<file path="src/rtl/im_addr_responder_if.sv">
// Item-memory address responder bus: address stream, SRAM read port, vector stream.
// Optional frame-last signalling is compiled in with IM_RD_LAST_EN.
interface im_addr_responder_if #(
  parameter int unsigned HVDimension = 512,
  parameter int unsigned ImAddrWidth = 10
);
  logic [ImAddrWidth-1:0] addr_i;
  logic                   addr_valid_i;
  logic                   addr_ready_o;
  logic                   mem_req_o;
  logic [ImAddrWidth-1:0] mem_addr_o;
  logic [HVDimension-1:0] mem_rdata_i;
  logic [HVDimension-1:0] im_o;
  logic                   im_valid_o;
  logic                   im_ready_i;
`ifdef IM_RD_LAST_EN
  logic [31:0]            max_count_i;
  logic                   im_last_o;
`endif

  modport slave (
    input  addr_i,
    input  addr_valid_i,
    output addr_ready_o,
    output mem_req_o,
    output mem_addr_o,
    input  mem_rdata_i,
    output im_o,
    output im_valid_o,
`ifdef IM_RD_LAST_EN
    input  max_count_i,
    output im_last_o,
`endif
    input  im_ready_i
  );

  modport master (
    output addr_i,
    output addr_valid_i,
    input  addr_ready_o,
    input  mem_req_o,
    input  mem_addr_o,
    output mem_rdata_i,
    input  im_o,
    input  im_valid_o,
`ifdef IM_RD_LAST_EN
    output max_count_i,
    input  im_last_o,
`endif
    output im_ready_i
  );
endinterface

</file>
<file path="src/rtl/im_addr_responder.sv">
// Item-memory address responder: SRAM read issue plus output FIFO.
// Define IM_RD_LAST_EN to add the per-frame beat counter and im_last_o.
module im_addr_responder #(
  parameter int unsigned HVDimension = 512,
  parameter int unsigned NumTotIm    = 1024,
  parameter int unsigned ImAddrWidth = $clog2(NumTotIm),
  parameter int unsigned FifoDepth   = 3
) (
  input  logic               clk_i,
  input  logic               rst_i,
  input  logic               clr_i,
  im_addr_responder_if.slave bus
);

  localparam int unsigned CntW = $clog2(FifoDepth + 1);
  localparam int unsigned PtrW = $clog2(FifoDepth);

  typedef logic [ImAddrWidth-1:0] addr_t;
  typedef logic [HVDimension-1:0] hv_t;
  typedef logic [CntW-1:0]        cnt_t;
  typedef logic [PtrW-1:0]        ptr_t;
  typedef logic [CntW:0]          lvl_t;

  localparam lvl_t DepthLvl = lvl_t'(FifoDepth);
  localparam cnt_t FullOcc  = cnt_t'(FifoDepth);
  localparam ptr_t LastPtr  = ptr_t'(FifoDepth - 1);

  cnt_t  occ_q, occ_d;
  logic  inflight_q, inflight_d;
  ptr_t  rd_ptr_q, rd_ptr_d;
  ptr_t  wr_ptr_q, wr_ptr_d;
  addr_t last_addr_q, last_addr_d;
  hv_t   fifo_q [FifoDepth];

  logic flush;
  lvl_t level;
  logic accept;
  logic push;
  logic pop;
  logic im_valid;

  function automatic ptr_t ptr_inc(input ptr_t p);
    return (p == LastPtr) ? '0 : p + ptr_t'(1);
  endfunction

  assign flush = rst_i | clr_i;

  // In-flight read holds a reserved slot so a stalled FIFO never drops it
  assign level = lvl_t'(occ_q) + lvl_t'(inflight_q);

  assign bus.addr_ready_o = !flush && (level < DepthLvl);
  assign accept           = bus.addr_valid_i & bus.addr_ready_o;

  assign bus.mem_req_o  = accept;
  assign bus.mem_addr_o = rst_i  ? '0 :
                          accept ? bus.addr_i : last_addr_q;

  assign im_valid       = (occ_q != '0) && !rst_i;
  assign bus.im_valid_o = im_valid;
  assign bus.im_o       = im_valid ? fifo_q[rd_ptr_q] : '0;

  assign push = inflight_q & !flush;
  assign pop  = im_valid & bus.im_ready_i & !flush;

  always_comb begin
    occ_d       = occ_q;
    inflight_d  = accept;
    rd_ptr_d    = rd_ptr_q;
    wr_ptr_d    = wr_ptr_q;
    last_addr_d = accept ? bus.addr_i : last_addr_q;
    if (flush) begin
      occ_d      = '0;
      inflight_d = 1'b0;
      rd_ptr_d   = '0;
      wr_ptr_d   = '0;
    end else begin
      if (push) begin
        wr_ptr_d = ptr_inc(wr_ptr_q);
      end
      if (pop) begin
        rd_ptr_d = ptr_inc(rd_ptr_q);
      end
      unique case ({push, pop})
        2'b10:   occ_d = occ_q + cnt_t'(1);
        2'b01:   occ_d = occ_q - cnt_t'(1);
        default: occ_d = occ_q;
      endcase
    end
  end

  always_ff @(posedge clk_i) begin
    if (rst_i) begin
      occ_q       <= '0;
      inflight_q  <= 1'b0;
      rd_ptr_q    <= '0;
      wr_ptr_q    <= '0;
      last_addr_q <= '0;
    end else begin
      occ_q       <= occ_d;
      inflight_q  <= inflight_d;
      rd_ptr_q    <= rd_ptr_d;
      wr_ptr_q    <= wr_ptr_d;
      last_addr_q <= last_addr_d;
    end
  end

  // Storage is never reset; im_o is masked whenever the FIFO is empty
  always_ff @(posedge clk_i) begin
    if (push) begin
      fifo_q[wr_ptr_q] <= bus.mem_rdata_i;
    end
  end

`ifdef IM_RD_LAST_EN
  addr_t beat_q, beat_d;
  addr_t beat_lim;
  logic  is_last;
  logic  unused_max_count;

  // A zero frame length wraps to all-ones, i.e. the full address range
  assign beat_lim = bus.max_count_i[ImAddrWidth-1:0] - addr_t'(1);
  assign is_last  = (beat_q == beat_lim);

  assign bus.im_last_o = im_valid & is_last;

  assign unused_max_count = ^bus.max_count_i;

  always_comb begin
    beat_d = beat_q;
    if (clr_i) begin
      beat_d = '0;
    end else if (pop) begin
      beat_d = is_last ? '0 : beat_q + addr_t'(1);
    end
  end

  always_ff @(posedge clk_i) begin
    if (rst_i) begin
      beat_q <= '0;
    end else begin
      beat_q <= beat_d;
    end
  end
`endif

  a_no_overflow: assert property (
    @(posedge clk_i) disable iff (flush)
    !(push && !pop && (occ_q == FullOcc))
  );

  a_no_underflow: assert property (
    @(posedge clk_i) disable iff (flush)
    !(pop && (occ_q == '0))
  );

endmodule

</file>
<file path="src/flat_wrapper.sv">
// flat-port wrapper written by rule: the top's interface ports become plain ports
module im_addr_responder_flat 
#(
  parameter int unsigned HVDimension = 512,
  parameter int unsigned NumTotIm    = 1024,
  parameter int unsigned ImAddrWidth = $clog2(NumTotIm),
  parameter int unsigned FifoDepth   = 3
)
  (clk_i, rst_i, clr_i, bus_addr_i, bus_addr_valid_i, bus_addr_ready_o, bus_mem_req_o, bus_mem_addr_o, bus_mem_rdata_i, bus_im_o, bus_im_valid_o, bus_im_ready_i);
  im_addr_responder_if #(.HVDimension(HVDimension), .ImAddrWidth(ImAddrWidth)) bus_i ();
  input  logic clk_i;
  input  logic rst_i;
  input  logic clr_i;
  input wire logic [$bits(bus_i.addr_i)-1:0] bus_addr_i;
  input wire logic [$bits(bus_i.addr_valid_i)-1:0] bus_addr_valid_i;
  output wire logic [$bits(bus_i.addr_ready_o)-1:0] bus_addr_ready_o;
  output wire logic [$bits(bus_i.mem_req_o)-1:0] bus_mem_req_o;
  output wire logic [$bits(bus_i.mem_addr_o)-1:0] bus_mem_addr_o;
  input wire logic [$bits(bus_i.mem_rdata_i)-1:0] bus_mem_rdata_i;
  output wire logic [$bits(bus_i.im_o)-1:0] bus_im_o;
  output wire logic [$bits(bus_i.im_valid_o)-1:0] bus_im_valid_o;
  input wire logic [$bits(bus_i.im_ready_i)-1:0] bus_im_ready_i;
  assign bus_i.addr_i = bus_addr_i;
  assign bus_i.addr_valid_i = bus_addr_valid_i;
  assign bus_addr_ready_o = bus_i.addr_ready_o;
  assign bus_mem_req_o = bus_i.mem_req_o;
  assign bus_mem_addr_o = bus_i.mem_addr_o;
  assign bus_i.mem_rdata_i = bus_mem_rdata_i;
  assign bus_im_o = bus_i.im_o;
  assign bus_im_valid_o = bus_i.im_valid_o;
  assign bus_i.im_ready_i = bus_im_ready_i;
  im_addr_responder #(.HVDimension(HVDimension), .NumTotIm(NumTotIm), .ImAddrWidth(ImAddrWidth), .FifoDepth(FifoDepth)) u_core (.clk_i(clk_i), .rst_i(rst_i), .clr_i(clr_i), .bus(bus_i));
endmodule
</file>
<file path="config.mk">
export PLATFORM = sky130hd
export DESIGN_NAME = im_addr_responder_flat
export DESIGN_NICKNAME = d
export VERILOG_FILES = /design/src/rtl/im_addr_responder_if.sv /design/src/rtl/im_addr_responder.sv /design/src/flat_wrapper.sv
export SDC_FILE = /design/constraint.sdc
export NUM_CORES = 2
export LEC_CHECK = 0
export BUFFER_PORTS_ARGS = -buffer_cell sky130_fd_sc_hd__buf_2
export CAP_MARGIN = 15
export CORE_MARGIN = 5
export CORE_UTILIZATION = 25
export CTS_CLUSTER_SIZE = 28
export DETAILED_ROUTE_END_ITERATION = 16
export GPL_ROUTABILITY_DRIVEN = 0
export GPL_TIMING_DRIVEN = 0
export HOLD_SLACK_MARGIN = 0.02
export PLACE_DENSITY = 0.49
export SETUP_SLACK_MARGIN = 0.05
export SLEW_MARGIN = 30
export SYNTH_ARGS = -nofsm -noshare
export SYNTH_HDL_FRONTEND = slang
export SYNTH_SLANG_ARGS = --single-unit
</file>
<file path="constraint.sdc">
create_clock -name clk_i -period 51 [get_ports clk_i]
set_input_delay 5.1 -clock clk_i [delete_from_list [all_inputs] [get_ports clk_i]]
set_output_delay 5.1 -clock clk_i [all_outputs]
set_load 0.02 [all_outputs]
</file>
# Word-level counts from Yosys, hierarchy flattened
# Memory sizes are Yosys's and may differ from the RTL's. A register that Yosys moved wholly into a read port is not among the register bits.
# Cells that the tools add are included.
# W data, S select, Z words.
dict set report classes {
  n_reduce_logical 7
  add_sub_neg 5
  n_eq_ne 4
  n_mux 10
  order_cmp 1
  bitwise_logic 5
}
# operator count
set op_table {}
lappend op_table {{$mux W512} 1}
lappend op_table {{$mux W10} 2}
lappend op_table {{$mux W2} 4}
lappend op_table {{$add A2 B1 Y2 const B} 3}
lappend op_table {{$eq A2 B2 Y1 const B} 3}
lappend op_table {{$and A1 B1 Y1} 4}
lappend op_table {{$pmux W2 S2} 1}
lappend op_table {{$reduce_bool A2 Y1} 2}
lappend op_table {{$add A2 B1 Y3} 1}
lappend op_table {{$lt A3 B2 Y1 const B} 1}
lappend op_table {{$eq A2 B1 Y1 const B} 1}
lappend op_table {{$logic_and A1 B1 Y1} 2}
lappend op_table {{$logic_not A1 Y1} 2}
lappend op_table {{$mux W1} 2}
lappend op_table {{$reduce_or A2 Y1} 1}
lappend op_table {{$sub A2 B1 Y2 const B} 1}
lappend op_table {{$or A1 B1 Y1} 1}
dict set report totals {
  ram_bits 1536
  out_inout_bits 525
  reg_bits 17
  n_memories 1
}
# memory words width rd rd_ports_with_merged_regs write_ports line
set mem_list {}
lappend mem_list {u_core.fifo_q 3 512 1 1 1 im_addr_responder.sv:33} ;# hv_t fifo_q [FifoDepth];

# Logic depth before layout (Yosys ltp)
dict set report depth {
  depth_word 6
  mapped_depth 7
}

# Worst setup path after synthesis
# No wires, ideal clock.
dict set report synth_timing {
  path_kind {input to register}
  from {input port rst_i}
  to {memory u_core.fifo_q[1][0] (netlist name) (enable)}
  stages 4
  setup_ns 2.121
  t_required_ns 48.879
  slack_ns 6.593
  path_buffers 1
  t_arrival_ns 42.286
  cell_sequence {clkbuf_1 > nor2_1 > nand2_1 > nor3b_1}
}
dict set report synth_between {
  elab_chain_len 5
}
# element line
set synth_lines {}
lappend synth_lines {{start: declaration} flat_wrapper.sv:12} ;# input logic rst_i;
lappend synth_lines {{$or A1 B1 Y1} im_addr_responder.sv:46} ;# assign flush = rst_i | clr_i;
lappend synth_lines {{$logic_not A1 Y1} im_addr_responder.sv:62} ;# assign push = inflight_q & !flush;
lappend synth_lines {{$and A1 B1 Y1} im_addr_responder.sv:62}
lappend synth_lines {{$mux W1} im_addr_responder.sv:109} ;# if (push) begin
lappend synth_lines {{$mux W1 (implied by the code)} im_addr_responder.sv:110} ;# fifo_q[wr_ptr_q] <= bus.mem_rdata_i;
lappend synth_lines {{end: declaration} im_addr_responder.sv:33}
# Every way passes these cells.

# Final worst setup path
dict set report layout_timing {
  from {input port rst_i}
  to {output port bus_im_o[100]}
}
dict set report layout_between {
  elab_chain_len 3
}
# element line
set layout_lines {}
lappend layout_lines {{$logic_not A1 Y1} im_addr_responder.sv:58} ;# assign im_valid = (occ_q != '0) && !rst_i;
lappend layout_lines {{$logic_and A1 B1 Y1} im_addr_responder.sv:58}
lappend layout_lines {{$mux W512} im_addr_responder.sv:60} ;# assign bus.im_o = im_valid ? fifo_q[rd_ptr_q] : '0;
lappend layout_lines {{end: declaration} flat_wrapper.sv:20} ;# output wire logic [$bits(bus_i.im_o)-1:0] bus_im_o;
# Every way passes these cells.

==> out/qor.csv <==
metric,value,unit
drt initial violations,2044,
pwr dens,33.8,mW/mm^2
critical path's largest stage delay,0.49,ns
RSZ-0062 raised after global routing,false,
total gr overflow,0,
FF-to-FF End,u_core.fifo_q[2][183]$_DFFE_PP_,
"Core Util, Final",0.321,
Reg2Reg Setup Slack,46.49,ns
sequential-to-total area share from yosys stat,0.759,
Post-CTS Hold Fix Bufs,0,
final slew viol count,0,
Hold Crit Start,u_core.last_addr_q[1]$_DFF_P_,
RR Startpoint,u_core.inflight_q$_SDFF_PP0_,
worst-path fanout max,10,
P_leak,27.6,nW
WP data arrival,6.88,ns
fill cell count,24100,
core area,0.244,sq mm
vias post-DR,34600,
Slew headroom,0.523,
crit path cell chain,buf_2 > or2_1 > buf_6 > buf_6 > buf_6 > nor2_1 > buf_2,
Synth area leader,edfxtp_1,
Setup crit start,rst_i,
Worst Hold Path Cells,2,
most frequent cells in the layout,"1536 x edfxtp_1, 1112 x buf_2, 519 x nor2_1",
Synth area leaders,"edfxtp_1 75%, mux2_2 9.4%, mux2i_1 8.4%, nor2_1 3.2%, buf_6 2.0%",
CTS sink cnt,1555,
DP Worst Slack,38.96,ns
hold crit path type,flop to flop,
syn_area_per_cell,18.4,sq um
PortBufs,1051,
First-pass DRT Iterations,8,
area fraction of the dominant cell type after synthesis,0.753,
fin nets,5356,
# setup viols final,0,
Area Overhead vs Synth,27.6,%
min Tclk post-route,11.98,ns
# rows,181,
Tightest Pin Transition,0.716,ns
CTS Buffer Depth,3,
FMAX,0.0835,GHz
number of gates resized after CTS,0,
"Hold Vio Cnt, Final",0,
maximum VDD drop,35.9,uV
"commonest non-fill, non-tap cell in the layout",edfxtp_1,
Setup Crit Path Kind,primary input to primary output,
CP Launch Type,primary input,
Synth Register Bits,1555,
cell count of the worst reg-to-reg path,18,
slowest CP cell,nor2_1,
placement-stage cell area,0.0727,sq mm
CTS H-tree depth,4,
CTS clock-pin slew for the worst setup and hold paths,0.06,ns
final setup margin,39.02,ns
post-route ant nets,0,
CP most frequent cell,buf_6,
sum of negative setup slack,0,ns
status,"finished, final reports clean",
Synth Instances,3332,
Max Cap Violations,0,
synth warn,0,
Synth cell types,27,
CP endpoint kind,primary output,
Mapped Area,0.0613,sq mm
IO Pins,1052,
hold endpoint,u_core.last_addr_q[1]$_DFF_P_,
die height,505,um
Top Family by Delay on Critical Path,buffers and inverters,
largest net degree at the start of global routing,17,
Crit path required time,45.90,ns
first-pass GRT wire length,266000,um
DPL Wire Length,146000,um
Fin Clk Skew,0.0258,ns
CTS Buf Count,176,
vias in the first global route,36300,
postcts setup bufs,0,
via/cell ratio,4.21,
Tot GR Track Use,0.143,
DR DRC count,0,
final instance area,0.0782,sq mm
Initial Utilization,0.251,
Die Footprint,0.255,sq mm
layout cells sized above 1,0.451,
Post-Syn Nets,3862,
Final period util,0.235,
initial antenna violation count,148,
clock latency on the worst-skew pair,0.79,ns
Die X,505,um
CTS tree,built,
overall routed net length,190000,um
Worst Path Buf+Inv,5,
clk root buf,clkbuf_16,
WL/cell,23.1,um
## metal layers
layer | GRT usage | up-vias | share of wire | wire (um)
li1 | - | 15800 | - | -
met1 | 0.159 | 17100 | 0.38 | 71500
met2 | 0.242 | 1210 | 0.48 | 91500
met3 | 0.0676 | 428 | 0.10 | 19900
met4 | 0.0482 | 126 | 0.032 | 6140
met5 | 0.00169 | - | 0.0042 | 802
## worst max path at each step
stage                                       to  slack (ns)  depth (start not counted)
6_report                         bus_im_o[100]       39.02                          7
5_1_grt                          bus_im_o[312]       38.99                          7
4_1_cts                          bus_im_o[312]       38.96                          7
3_5_place_dp                     bus_im_o[312]       38.96                          7
3_3_place_gp   u_core.fifo_q[1][159]$_DFFE_PP_      -28.59                          5
2_1_floorplan    u_core.fifo_q[1][0]$_DFFE_PP_        6.59                          4
## cells by family after synthesis
family	Yosys count	share of synthesized area
simple gates	553	0.0350
compound gates	16	0.00167
flops	1555	0.759
fa+ha+maj	3	0.000613
xor+xnor	2	0.000286
mux	1026	0.178
buf+inv	177	0.0253
## worst register-to-register path, cell delays in order, from the launching register on
cell	delay, ns
dfxtp_1	0.41
nand2_1	0.17
nor3b_2	0.54
buf_4	0.30
buf_4	0.21
buf_4	0.21
buf_4	0.21
buf_4	0.20
buf_4	0.18
buf_4	0.19
buf_4	0.19
buf_4	0.18
buf_4	0.19
buf_4	0.19
buf_4	0.18
buf_4	0.19
buf_6	0.16
buf_4	0.16
buf_4	0.19
## flip-flops by register name, summed over array words and instances, names as in the netlist, named ones only
register and cells:
u_core.last_addr_q 10, u_core.occ_q 2, u_core.rd_ptr_q 2, u_core.inflight_q 1
u_core.fifo_q 1536, u_core.wr_ptr_q 2
## area by class of cell
class | instances | area, sq um | area share
multi-input cells | 1600 | 13200 | 0.169
diodes | 64 | 160 | 0.00205
flip-flops and latches | 1555 | 46500 | 0.595
clock inverters | 99 | 664 | 0.00850
inverters | 1 | 3.75 | 0.0000480
repair buffers | 1316 | 7370 | 0.0943
clock buffers | 216 | 4680 | 0.0599
plain buffers | 176 | 1540 | 0.0198
well taps | 3202 | 4010 | 0.0513
## cells in the mapped netlist
master	n
a2111oi_4	1
a21oi_1	3
and2_1	2
buf_2	61
buf_4	1
buf_6	107
clkbuf_1	7
dfxtp_1	19
edfxtp_1	1536
ha_1	3
inv_1	1
mux2_2	513
mux2i_1	513
nand2_1	4
nand2b_1	10
nand3_1	10
nor2_1	519
nor3_1	1
nor3b_1	2
o21ai_0	12
or2_1	1
or2_2	1
or3_1	1
or3_2	1
or3b_2	1
xnor2_1	1
xor2_1	1
## metrics by stage
stage               power (W)  hold slack, ns  instances
global route          0.00274           0.535       8191
CTS                   0.00268           0.491       8165
floorplan             0.00146           0.455       3332
detailed placement    0.00149           0.481       7850
global placement      0.00150           0.470       7585
finish                0.00264           0.490       8229
## power by group
part           switching [W]   total, W  internal [W]
Sequential        0.00000112    0.00141       0.00141
Clock               0.000508    0.00118      0.000671
Combinational      0.0000291  0.0000524     0.0000233
No activity file was read; power rests on OpenSTA's default activity.
